### config.mk
export PLATFORM = sky130hd
export DESIGN_NAME = reg_file
export DESIGN_NICKNAME = d
export VERILOG_FILES = /design/src/rtl/reg_file.sv
export SDC_FILE = /design/constraint.sdc
export NUM_CORES = 2
export LEC_CHECK = 0
export ABC_AREA = 1
export CORE_ASPECT_RATIO = 1.4
export CORE_MARGIN = 1.5
export CORE_UTILIZATION = 28
export CTS_CLUSTER_SIZE = 8
export DETAILED_ROUTE_END_ITERATION = 12
export GPL_ROUTABILITY_DRIVEN = 0
export SLEW_MARGIN = 15
export SYNTH_ARGS = -nofsm -noshare
export SYNTH_HDL_FRONTEND = slang
export SYNTH_SLANG_ARGS = --single-unit
### constraint.sdc
create_clock -name clock -period 6.96 [get_ports clock]
set_clock_uncertainty 0.2 [all_clocks]
set_input_delay 2.088 -clock clock [delete_from_list [all_inputs] [get_ports clock]]
set_output_delay 2.088 -clock clock [all_outputs]
set_load 0.03 [all_outputs]
### src/rtl/reg_file.sv
// reg_file: 32-entry x 32-bit register file for the single-cycle MIPS datapath.
//
// Two combinational read ports and one synchronous write port. Register 0 is
// hardwired to zero: writes to it are dropped and reads of it return 0.
//
// Optional feature: define REGFILE_BYPASS_EN to forward an in-flight write to a
// read port addressing the same register in the same cycle (before the edge).
// Without it, a read of the register being written shows the old value.
//
// Ports:
//   clock        - system clock, all state changes on the rising edge
//   reset        - synchronous active-high clear of every register
//   writeEnable  - write writeData to writeAddress on the rising edge
//   readAddress1 - read port 1 address (rs)
//   readAddress2 - read port 2 address (rt)
//   writeAddress - destination register (rd/rt)
//   writeData    - data to write
//   read1        - contents of register readAddress1
//   read2        - contents of register readAddress2
module reg_file #(
  parameter int unsigned DATA_WIDTH = 32,
  parameter int unsigned ADDR_WIDTH = 5
) (
  input  logic                  clock,
  input  logic                  reset,
  input  logic                  writeEnable,
  input  logic [ADDR_WIDTH-1:0] readAddress1,
  input  logic [ADDR_WIDTH-1:0] readAddress2,
  input  logic [ADDR_WIDTH-1:0] writeAddress,
  input  logic [DATA_WIDTH-1:0] writeData,
  output logic [DATA_WIDTH-1:0] read1,
  output logic [DATA_WIDTH-1:0] read2
);

  localparam int unsigned DEPTH = 2 ** ADDR_WIDTH;

  // Entry 0 is never written after reset and is masked on read, so synthesis
  // can trim it away.
  logic [DATA_WIDTH-1:0] regs [DEPTH];

  logic writeValid;
  assign writeValid = writeEnable && (writeAddress != '0);

  always_ff @(posedge clock) begin
    if (reset) begin
      for (int i = 0; i < DEPTH; i++) begin
        regs[i] <= '0;
      end
    end else if (writeValid) begin
      regs[writeAddress] <= writeData;
    end
  end

`ifdef REGFILE_BYPASS_EN
  // Forward only writes that will actually land on the next edge.
  logic bypassActive;
  assign bypassActive = writeValid && !reset;
`endif

  always_comb begin
    read1 = '0;
    if (readAddress1 != '0) begin
      read1 = regs[readAddress1];
`ifdef REGFILE_BYPASS_EN
      if (bypassActive && (readAddress1 == writeAddress)) begin
        read1 = writeData;
      end
`endif
    end
  end

  always_comb begin
    read2 = '0;
    if (readAddress2 != '0) begin
      read2 = regs[readAddress2];
`ifdef REGFILE_BYPASS_EN
      if (bypassActive && (readAddress2 == writeAddress)) begin
        read2 = writeData;
      end
`endif
    end
  end

endmodule

==> results.json <==
{
  "vias": 53500,
  "syn_area_um2": 56600,
  "dr.pass1.iters": 7,
  "pin_count": 114,
  "finalWirelength_um": 232000,
  "grt_max_degree": 126,
  "seqCellArea_um2": 30700,
  "fill_cells": 20700,
  "clock_path_buffers": 4,
  "finalCriticalPeriod_ns": 6.69,
  "cts_hold_buf": 0,
  "die_w_um": 383,
  "drc": 0,
  "clkPwrFrac": 0.403,
  "synth_cells": 7255,
  "antenna_found_initial": 12,
  "ys_seq_area_frac": 0.543,
  "rsz0062_at_grt": "false",
  "critPathKind": "in2out",
  "ys_seq_elements": 1024,
  "fmax_ghz": 0.149,
  "cts_buffers": 153,
  "final_area_um2": 65800,
  "netSwitchingFraction": 0.277,
  "timing.final.crit_share": 0.962,
  "endpoint_kind": "output port",
  "switching_power_w": 0.00451,
  "row_count": 195,
  "maxCapViolCount": 0,
  "via_per_inst": 5.44,
  "layout-drive-gt1-share": 0.0740,
  "seqPwrFrac": 0.449,
  "ant_nets": 0,
  "p_per_area_nw_per_um2": 248,
  "layout_common_cells": "nand2_1 (2032), nor2_1 (1788), edfxtp_1 (1024)",
  "cts_max_level": 4,
  "vdd_drop_max_mv": 0.165,
  "yosysUniqueCellTypes": 19,
  "dp_slack_ns": 0.319,
  "cp.required_ns": 4.67,
  "core_area_um2": 201000,
  "dieArea_um2": 205000,
  "largest_register_ffs": 1024,
  "grt_pass1_wl_um": 336000,
  "setup.worst_path.start_class": "input pin",
  "post_cts_buffers": 0,
  "setup_tns_ns": 0,
  "path_max_fanout": 36,
  "final_common_cell": "nand2_1",
  "start_util": 0.281,
  "cts_tree": "yes",
  "p_int_w": 0.0118,
  "worst_slack_ns": 0.266,
  "avgSynthCellArea_um2": 7.80,
  "multiInputGateArea_um2": 22700,
  "grt_pass1_vias": 52100,
  "cts-resized-gates": 0,
  "setup_violations": 0,
  "grt_use_total": 0.218,
  "p_leak_nw": 26.6,
  "min_path_type": "in2reg",
  "p_comb_frac": 0.148,
  "wl_per_cell_um": 23.6,
  "die_h_um": 535,
  "slew_violations": 0,
  "cts_sinks": 1024,
  "dpl_cell_area_um2": 61900,
  "worstMarginPinSlew_ns": 1.25,
  "io_buffers": 113,
  "slew_headroom": 0.163,
  "syn2layout_area_growth_pct": 16.3,
  "top_register": "regs",
  "grt-ovfl-total": 0,
  "largest_registers": "regs: 1024 flops",
  "hold_viol": 0,
  "yosysWarnings": 0,
  "root_buffer": "clkbuf_16",
  "clkTransAtPathRegs_ns": 0.05,
  "outcome": "completed",
  "drt_iter0_drc": 7264,
  "fin_nets": 7209,
  "worstPathArrival_ns": 4.41,
  "dp_hpwl_um": 137000
}
layer usage:
metal,track usage,wire (um),share of wire,vias to the layer above
li1,-,-,-,23500
met1,0.253,81700,0.35,25300
met2,0.367,109000,0.47,3684
met3,0.0424,24100,0.10,1003
met4,0.144,16600,0.071,18
met5,0,98,0.00042,-
critical path, cell delays in order:
cell and delay, ns:
buf_8 0.27, buf_12 0.32, nor3_1 0.12, nand3_2 0.44
buf_12 0.23, nand2_1 0.18, nor2_1 0.51, buf_12 0.19
stage by stage:
stage / hold slack (ns) / power, W / utilization / cells
2_1_floorplan: 2.13 / 0.00870 / - / 7286
6_report: 1.88 / 0.0163 / 0.327 / 9823
5_1_grt: 1.90 / 0.0167 / 0.327 / 9822
3_3_place_gp: 2.66 / 0.00975 / 0.307 / 9663
3_5_place_dp: 2.67 / 0.00979 / 0.307 / 9663
4_1_cts: 1.85 / 0.0163 / 0.327 / 9821
Yosys cell counts:
| cell type | number | share of area |
|---|---|---|
| a21oi_1 | 121 | 0.011 |
| buf_1 | 50 | 0.0033 |
| buf_2 | 254 | 0.022 |
| buf_4 | 22 | 0.0029 |
| buf_6 | 2 | 0.00040 |
| clkbuf_1 | 300 | 0.020 |
| clkinv_1 | 3 | 0.00020 |
| conb_1 | 1 | 0.000066 |
| edfxtp_1 | 1024 | 0.54 |
| inv_1 | 151 | 0.010 |
| inv_2 | 2 | 0.00013 |
| nand2_1 | 2084 | 0.14 |
| nand3_1 | 984 | 0.087 |
| nand4_1 | 1 | 0.00011 |
| nor2_1 | 1790 | 0.12 |
| nor3_1 | 8 | 0.00071 |
| o211ai_1 | 23 | 0.0031 |
| o21ai_0 | 407 | 0.036 |
| o21ai_1 | 28 | 0.0025 |
logic make-up (layout without fill, tap and decap cells):
kind of cell,Yosys count,count (layout),share of synthesized area
AND/OR/NAND/NOR,4867,4867,0.345
flip-flops,1024,1024,0.543
buffers and inverters,784,660,0.0594
AO/OA/AOI/OAI,579,579,0.0522
other,1,34,0.0000663
area by class of cell:
class	count	area share
clock inverter	3	0.000628
multi-input combinational	5478	0.346
clock buffer	155	0.0590
sequential	1024	0.467
timing repair buffer	346	0.0672
inverter	156	0.00947
antenna	2	0.0000761
tap	2659	0.0506
final timing paths:
kind	startpoint	endpoint	slack, ns	depth (start not counted)
setup / recovery	readAddress2[1]	read2[8]	0.27	8
hold / removal	reset	regs[0][12]$_SDFFCE_PN0P_	1.88	2
power by group through the flow:
stage          sequential, W  combinational [W]  clock (W)
2_1_floorplan        0.00737            0.00132          0
4_1_cts              0.00731            0.00237    0.00660
3_5_place_dp         0.00742            0.00237          0
3_3_place_gp         0.00741            0.00234          0
6_report             0.00732            0.00241    0.00656
5_1_grt              0.00735            0.00258    0.00678
(Power assumes the default switching activity.)
